--- config.mk ---
export PLATFORM = sky130hd
export DESIGN_NAME = sipo_framer
export DESIGN_NICKNAME = d
export VERILOG_FILES = /design/src/rtl/sipo_framer.sv
export SDC_FILE = /design/constraint.sdc
export NUM_CORES = 1
export LEC_CHECK = 0
export BUFFER_PORTS_ARGS = -buffer_cell sky130_fd_sc_hd__buf_2
export CAP_MARGIN = 10
export CORE_UTILIZATION = 49
export CTS_CLUSTER_SIZE = 28
export DETAILED_ROUTE_END_ITERATION = 12
export PLACE_DENSITY = 0.79
export SYNTH_ARGS = -nofsm -noshare
export SYNTH_HDL_FRONTEND = slang
export SYNTH_SLANG_ARGS = --single-unit
--- constraint.sdc ---
create_clock -name clk -period 2.8 [get_ports clk]
set_clock_uncertainty 0.1 [all_clocks]
set_input_delay 0.14 -clock clk [delete_from_list [all_inputs] [get_ports clk]]
set_output_delay 0.14 -clock clk [all_outputs]
set_load 0.02 [all_outputs]
--- src/rtl/sipo_framer.sv ---
// Serial-in/parallel-out framer: assembles 1..WIDTH bit frames MSB- or LSB-first
// into a double-buffered holding register presented on a valid/ready handshake.
module sipo_framer #(
  parameter int WIDTH = 8,
  parameter int CW    = $clog2(WIDTH + 1)
) (
  input  logic             clk,
  input  logic             reset,
  input  logic             clear,
  input  logic             shift_en,
  input  logic             serial_in,
  input  logic [CW-1:0]    frame_len,
  input  logic             lsb_first,
  output logic [WIDTH-1:0] data_out,
  output logic             data_valid,
  input  logic             data_ready,
  output logic             overrun,
  output logic             busy,
  output logic [CW-1:0]    bit_count
);

  logic [WIDTH-1:0] shift_reg;
  logic [CW-1:0]    len_q;
  logic             lsb_q;

  logic [CW-1:0]    cur_len;
  logic             cur_lsb;
  logic [WIDTH-1:0] shift_next;
  logic [WIDTH-1:0] frame_val;
  logic             accept;
  logic             complete;

  function automatic logic [CW-1:0] sanitise_len(input logic [CW-1:0] len);
    if (len == '0 || len > CW'(WIDTH)) return CW'(WIDTH);
    return len;
  endfunction

  function automatic logic [WIDTH-1:0] len_mask(input logic [CW-1:0] len);
    logic [WIDTH-1:0] m;
    m = '0;
    for (int i = 0; i < WIDTH; i++) begin
      if (CW'(i) < len) m[i] = 1'b1;
    end
    return m;
  endfunction

  // Shift stage: the first bit of a frame uses the live length/mode inputs,
  // later bits use the values latched at frame start.
  always_comb begin
    accept     = shift_en & ~clear;
    cur_len    = (bit_count == '0) ? sanitise_len(frame_len) : len_q;
    cur_lsb    = (bit_count == '0) ? lsb_first : lsb_q;
    shift_next = shift_reg;
    if (cur_lsb) begin
      for (int i = 0; i < WIDTH; i++) begin
        if (bit_count == CW'(i)) shift_next[i] = serial_in;
      end
    end else begin
      shift_next = {shift_reg[WIDTH-2:0], serial_in};
    end
    complete  = accept && ((bit_count + CW'(1)) == cur_len);
    frame_val = shift_next & len_mask(cur_len);
  end

  always_ff @(posedge clk or posedge reset) begin
    if (reset) begin
      shift_reg  <= '0;
      bit_count  <= '0;
      len_q      <= CW'(WIDTH);
      lsb_q      <= 1'b0;
      data_out   <= '0;
      data_valid <= 1'b0;
      overrun    <= 1'b0;
    end else if (clear) begin
      shift_reg  <= '0;
      bit_count  <= '0;
      data_valid <= 1'b0;
      overrun    <= 1'b0;
    end else begin
      if (accept) begin
        if (bit_count == '0) begin
          len_q <= cur_len;
          lsb_q <= cur_lsb;
        end
        if (complete) begin
          shift_reg <= '0;
          bit_count <= '0;
        end else begin
          shift_reg <= shift_next;
          bit_count <= bit_count + CW'(1);
        end
      end
      // Output stage: a completed frame is dropped only if the held one is not leaving.
      if (complete) begin
        if (!data_valid || data_ready) begin
          data_out   <= frame_val;
          data_valid <= 1'b1;
        end else begin
          overrun <= 1'b1;
        end
      end else if (data_valid && data_ready) begin
        data_valid <= 1'b0;
      end
    end
  end

  assign busy = (bit_count != '0);

endmodule

======== Yosys cells after proc, flatten, opt, wreduce, memory -nomap -nowiden ========
Cells that the tools add are included.
word-level totals
  register bits ........................... 27
  bits of input ports ..................... 11
  output and inout port bits .............. 15
  word-level logic and storage cells ...... 80
cells by class
  $add $sub $neg .......................... 1
  $lt $le $gt $ge ......................... 9
  equal/unequal tests ..................... 10
  muxes and demuxes ....................... 35
  bitwise logic cells ..................... 3
  reductions and logical operators ........ 15
operators by type and width
  cell                                                                         count
  8-bit two-way mux                                                            4
  1-bit two-way mux                                                            25
  4-bit two-way mux                                                            6
  4-bit by 3-bit equality test with 1-bit output, second input constant        4
  3-bit by 4-bit less-than comparator with 1-bit output, first input constant  4
  8-bit bitwise AND                                                            1
  4-bit by 2-bit equality test with 1-bit output, second input constant        2
  4-bit zero test                                                              2
  1-bit by 4-bit less-than comparator with 1-bit output, first input constant  2
  2-bit by 4-bit less-than comparator with 1-bit output, first input constant  2
  3-bit AND reduction                                                          2
  4-bit by 1-bit adder with 4-bit output, second input constant                1
  4-bit by 1-bit equality test with 1-bit output, second input constant        1
  4-bit equality test                                                          1
  4-bit > comparator, second input constant                                    1
  2-bit AND reduction                                                          2
  2-bit nonzero test                                                           2
  4-bit nonzero test                                                           1
  3-bit by 2-bit inequality test with 1-bit output, second input constant      1
  3-bit nonzero test                                                           1
  1-bit logical AND                                                            2
  1-bit logical OR                                                             2
  2-bit inequality test, second input constant                                 1
  1-bit bitwise AND                                                            1
  2 further kinds                                                              2

======== Logic depth before layout (Yosys ltp) ========
  depth after elaboration ................. 10
  mapped depth ............................ 9
  depth with buffers taken out ............ 9

======== Worst setup path before layout ========
No wires, ideal clock.
  path kind ............................... register -> register
  from .................................... register bit_count[0]
  to ...................................... register data_out[0]
  library setup time ...................... 125 ps
  data arrival time ....................... 2481 ps
  required time ........................... 2575 ps
  setup slack ............................. 94 ps
  cell stages (with the launch flop) ...... 9
  buffers on the path ..................... 0
  clock period less this slack ............ 2706 ps
  path through ............................ dfrtp_1 > inv_1 > ha_1 > nor3b_4 > mux2_2 > a21oi_1 > o2111a_4 > nand3_4 > mux2_2
between the ends
  longest elaborated chain between the ends .. 5
  elaborated cells on any way between the ends .. 12
  those cells by class .................... add/sub: 1; order compare: 1; eq/ne: 1; mux: 5; bitwise: 1; reduce/logical: 3
ends and longest elaborated chain
  item                                                                                                 RTL line    text
  from (decl)                                                                                          19          output logic [CW-1:0] bit_count
  from (signal assigned)                                                                               90          bit_count <= bit_count + CW'(1);
  4-bit zero test                                                                                      51, 52, 56
  4-bit two-way mux                                                                                    51          cur_len = (bit_count == '0) ? sanitise_len(frame_len) : len_q;
  1-bit by 4-bit less-than comparator with 1-bit output / 4-bit equality test (equally long branches)  42, 61
  1-bit two-way mux / 1-bit logical AND (equally long branches)                                        42, 61
  8-bit bitwise AND / 3-bit AND reduction (equally long branches)                                      n/a
  to (signal assigned)                                                                                 96          data_out <= frame_val;
  to (decl)                                                                                            14          output logic [WIDTH-1:0] data_out,
Parallel ways exist; a longest one is shown, timed or not.
A chain may end at the register's enable or synchronous reset.

======== Worst setup path in the final report ========
  from .................................... register bit_count[1]
  to ...................................... register data_out[6]
between the ends
  longest elaborated chain between the ends .. 5
  elaborated cells on any way between the ends .. 13
  those cells by class .................... add/sub: 1; order compare: 1; eq/ne: 2; mux: 5; bitwise: 1; reduce/logical: 3
ends and longest elaborated chain
  item                                                                                                 RTL line
  4-bit zero test                                                                                      51, 52
  4-bit two-way mux                                                                                    51
  3-bit by 4-bit less-than comparator with 1-bit output / 4-bit equality test (equally long branches)  42, 61
  1-bit two-way mux / 1-bit logical AND (equally long branches)                                        42, 61
  8-bit bitwise AND / 3-bit AND reduction (equally long branches)                                      n/a
Parallel ways exist; a longest one is shown, timed or not.

==> summary.txt <==
Placement
  – Port Buf Inserts: 25
  – Inst Count DP: 236
  – Pre-CTS WS: 0.2458 ns
  – RePlAce Congestion: 0.8454
  – Placement Cell Area: 1848 µm²
  – HPWL after DPL: 2730 µm

Setup path
  – Critical path buffer and inverter count: 1
  – Critical path's top delay family: simple AND/OR/NAND/NOR gates
  – Crit-path cells: inv_1, ha_1, or4b_1, o22ai_2, xnor2_1, o2111a_4, nand3_4, mux2_2
  – CP max-delay cell: dfrtp_1
  – Startpoint types: flip-flop
  – Crit Path Max Fanout: 8
  – CP arrival: 2.72 ns
  – Worst EP required: 2.94 ns
  – CP peak stage delay: 0.46 ns
  – Critical Path End Type: flip-flop
  – Crit Path Category: reg2reg

Synth
  – FF+latch count, synth: 27
  – Mapped Cells: 170
  – Mapped Nets: 185
  – Post-synth top area share: 0.3883
  – Post-synth ARST share: 1.000
  – Sequential fraction of the synthesis area: 0.4040
  – Synth area leader: dfrtp_1
  – EDFF count, synth: 0
  – Ys flop type: dfrtp_1
  – Syn avg cell area: 9.855 µm²
  – Top post-synthesis cells by area: dfrtp_1, mux2_2, mux2i_1
  – Synth cell types: 38
  – Leading cell types by count after synthesis: dfrtp_1, nand2_1, a21oi_1, nor2_1, mux2_2
  – Ys Warns: 0
  – Most numerous cell in the Yosys netlist: dfrtp_1
  – Post-synthesis cell area: 1675 µm²

Drt
  – WL/cell: 15.29 µm
  – DRC viols: 0
  – Pre-antenna DRT Iters: 4
  – Routed Wire Length: 3715 µm
  – Drt via density: 5.741
  – Routed Antenna Nets: 0
  – Vias: 1,395
  – Number of DRC markers in iteration 0: 46

Finish
  – Area growth, synth to finish: 13.74%
  – Design area: 1906 µm²
  – Fin nets: 215
  – Fin cells: 243
  – Ant diodes: 0
  – Layout cells sized above 1: 0.2613
  – Fin util: 0.6044

Pwr
  – Maximum vdd drop: 256.1 µV
  – Sw Ratio: 0.3569
  – Pwr dens: 510.6 nW/µm²
  – P_int: 0.6257 mW
  – Reg power frac: 0.474
  – Psw: 0.3473 mW
  – Leak Pwr: 0.9042 nW
  – Comb pwr share: 0.348
  – Clock Power Share: 0.179
  – Pwr Total: 0.9730 mW

Timing
  – Hold WS: 0.02388 ns
  – Peak Freq: 0.3879 GHz
  – Worst slew pin tran: 1.004 ns
  – Fin crit share: 0.9207
  – Fin. max-slew vios: 0
  – Final setup fails: 0
  – Final min period: 2.578 ns
  – RSZ-0062 raised after global routing: no
  – Final setup margin: 0.2219 ns
  – Setup TNS: 0 ns
  – Max-slew headroom: 0.3298
  – Final hold vios: 0

GRT
  – Congestion Overflow GR: 0
  – First-pass GRT wire length: 5899 µm
  – Initial antenna violation count: 0
  – Vias in the first global route: 1,266
  – Largest net degree at the start of global routing: 28
  – Tot GR Track Use: 0.2186

Floorplanning
  – Die Span Y: 60.48 µm
  – IO Pins: 26
  – Die ar.: 3657 µm²
  – Rows: 20
  – Core Box Area: 3153 µm²
  – Initial Utilization: 0.5313
  – Die Wd: 60.48 µm

CTS
  – Setup bufs post-CTS: 0
  – CTS Hold Bufs: 3
  – Sink Count: 27
  – Maximum root-to-sink buffer count: 2
  – Post-CTS resize count: 0
  – Clock latency on the worst-skew pair: 0.34 ns
  – Htree depth: 1
  – Clock-pin slew on the worst setup and hold paths: 0.15 ns
  – Cts bufs inserted: 3
  – CTS tree: yes
  – Clock Tree Root: clkbuf_4

Outcome
  – Status: finished, final reports clean

Hold path
  – Hold Crit Class: in2reg

Flow run
  – Max Cap Viol: 0
-- logic make-up (layout without fill, tap and decap cells) --
kind of cell             Yosys count  count (layout)  share of synthesized area
flip-flops                        27              27                     0.4040
adder cells (fa/ha/maj)            4               4                    0.02987
AO/OA/AOI/OAI                     38              38                     0.1658
multiplexers                      22              22                     0.1404
buffers and inverters             14              43                    0.04033
AND/OR/NAND/NOR                   59              59                     0.1882
XOR/XNOR                           6               6                    0.03137
-- area by class of cell --
type / instances / area [µm²]
fill: 289 / 1247
multi-input combinational: 129 / 930.9
sequential: 27 / 676.9
timing repair buffer: 33 / 192.7
tap: 44 / 55.05
clock buffer: 3 / 22.52
inverter: 6 / 22.52
clock inverter: 1 / 5.005
-- cells in the final DEF, fill, tap and decap left out, types with 5 or more instances in the layout --
| master | Yosys | routed |
|---|---|---|
| a21oi_1 | 15 | 15 |
| dfrtp_1 | 26 | 26 |
| mux2i_1 | 10 | 10 |
| mux2_2 | 12 | 12 |
| inv_1 | 6 | 6 |
| o32ai_1 | 9 | 9 |
| nand2_1 | 21 | 21 |
| buf_2 | 0 | 25 |
| nor2b_1 | 5 | 5 |
| nor2_1 | 15 | 15 |
| buf_4 | 0 | 5 |
-- worst register-to-register path, delay by kind of cell, from the launching register on --
family / cells / cell delay (ns)
flip-flops: 1 / 0.46
adder cells (fa/ha/maj): 1 / 0.19
AO/OA/AOI/OAI: 2 / 0.51
multiplexers: 1 / 0.33
XOR/XNOR: 1 / 0.18
buffers and inverters: 1 / 0.12
AND/OR/NAND/NOR: 2 / 0.60
-- final timing paths --
check                        startpoint          end  slack [ns]  depth (start not counted)
setup / recovery           bit_count[1]  data_out[6]        0.22                          8
hold / removal             frame_len[2]     len_q[3]        0.02                          4
setup reg to reg           bit_count[1]  data_out[6]        0.22                          8
hold reg to reg                 overrun      overrun        0.42                          1
max in group asynchronous         reset   data_valid        1.54                          3
min in group asynchronous         reset  data_out[6]        0.46                          3
-- power by group through the flow --
stage | clock [mW] | sequential, mW | combinational [mW]
4_1_cts | 0.181 | 0.461 | 0.339
5_1_grt | 0.197 | 0.466 | 0.370
3_5_place_dp | 0 | 0.469 | 0.332
2_1_floorplan | 0 | 0.490 | 0.220
6_report | 0.174 | 0.461 | 0.338
3_3_place_gp | 0 | 0.466 | 0.325
-- routing by layer --
layer  GRT usage  vias up  part of all wire
met5           0        -                 0
met1      0.2855      691              0.45
met3     0.01919        5             0.026
met2      0.3846       31              0.51
li1            -      668                 -
met4     0.06818        0             0.014
Note: power is estimated with default switching activity, not from simulation.
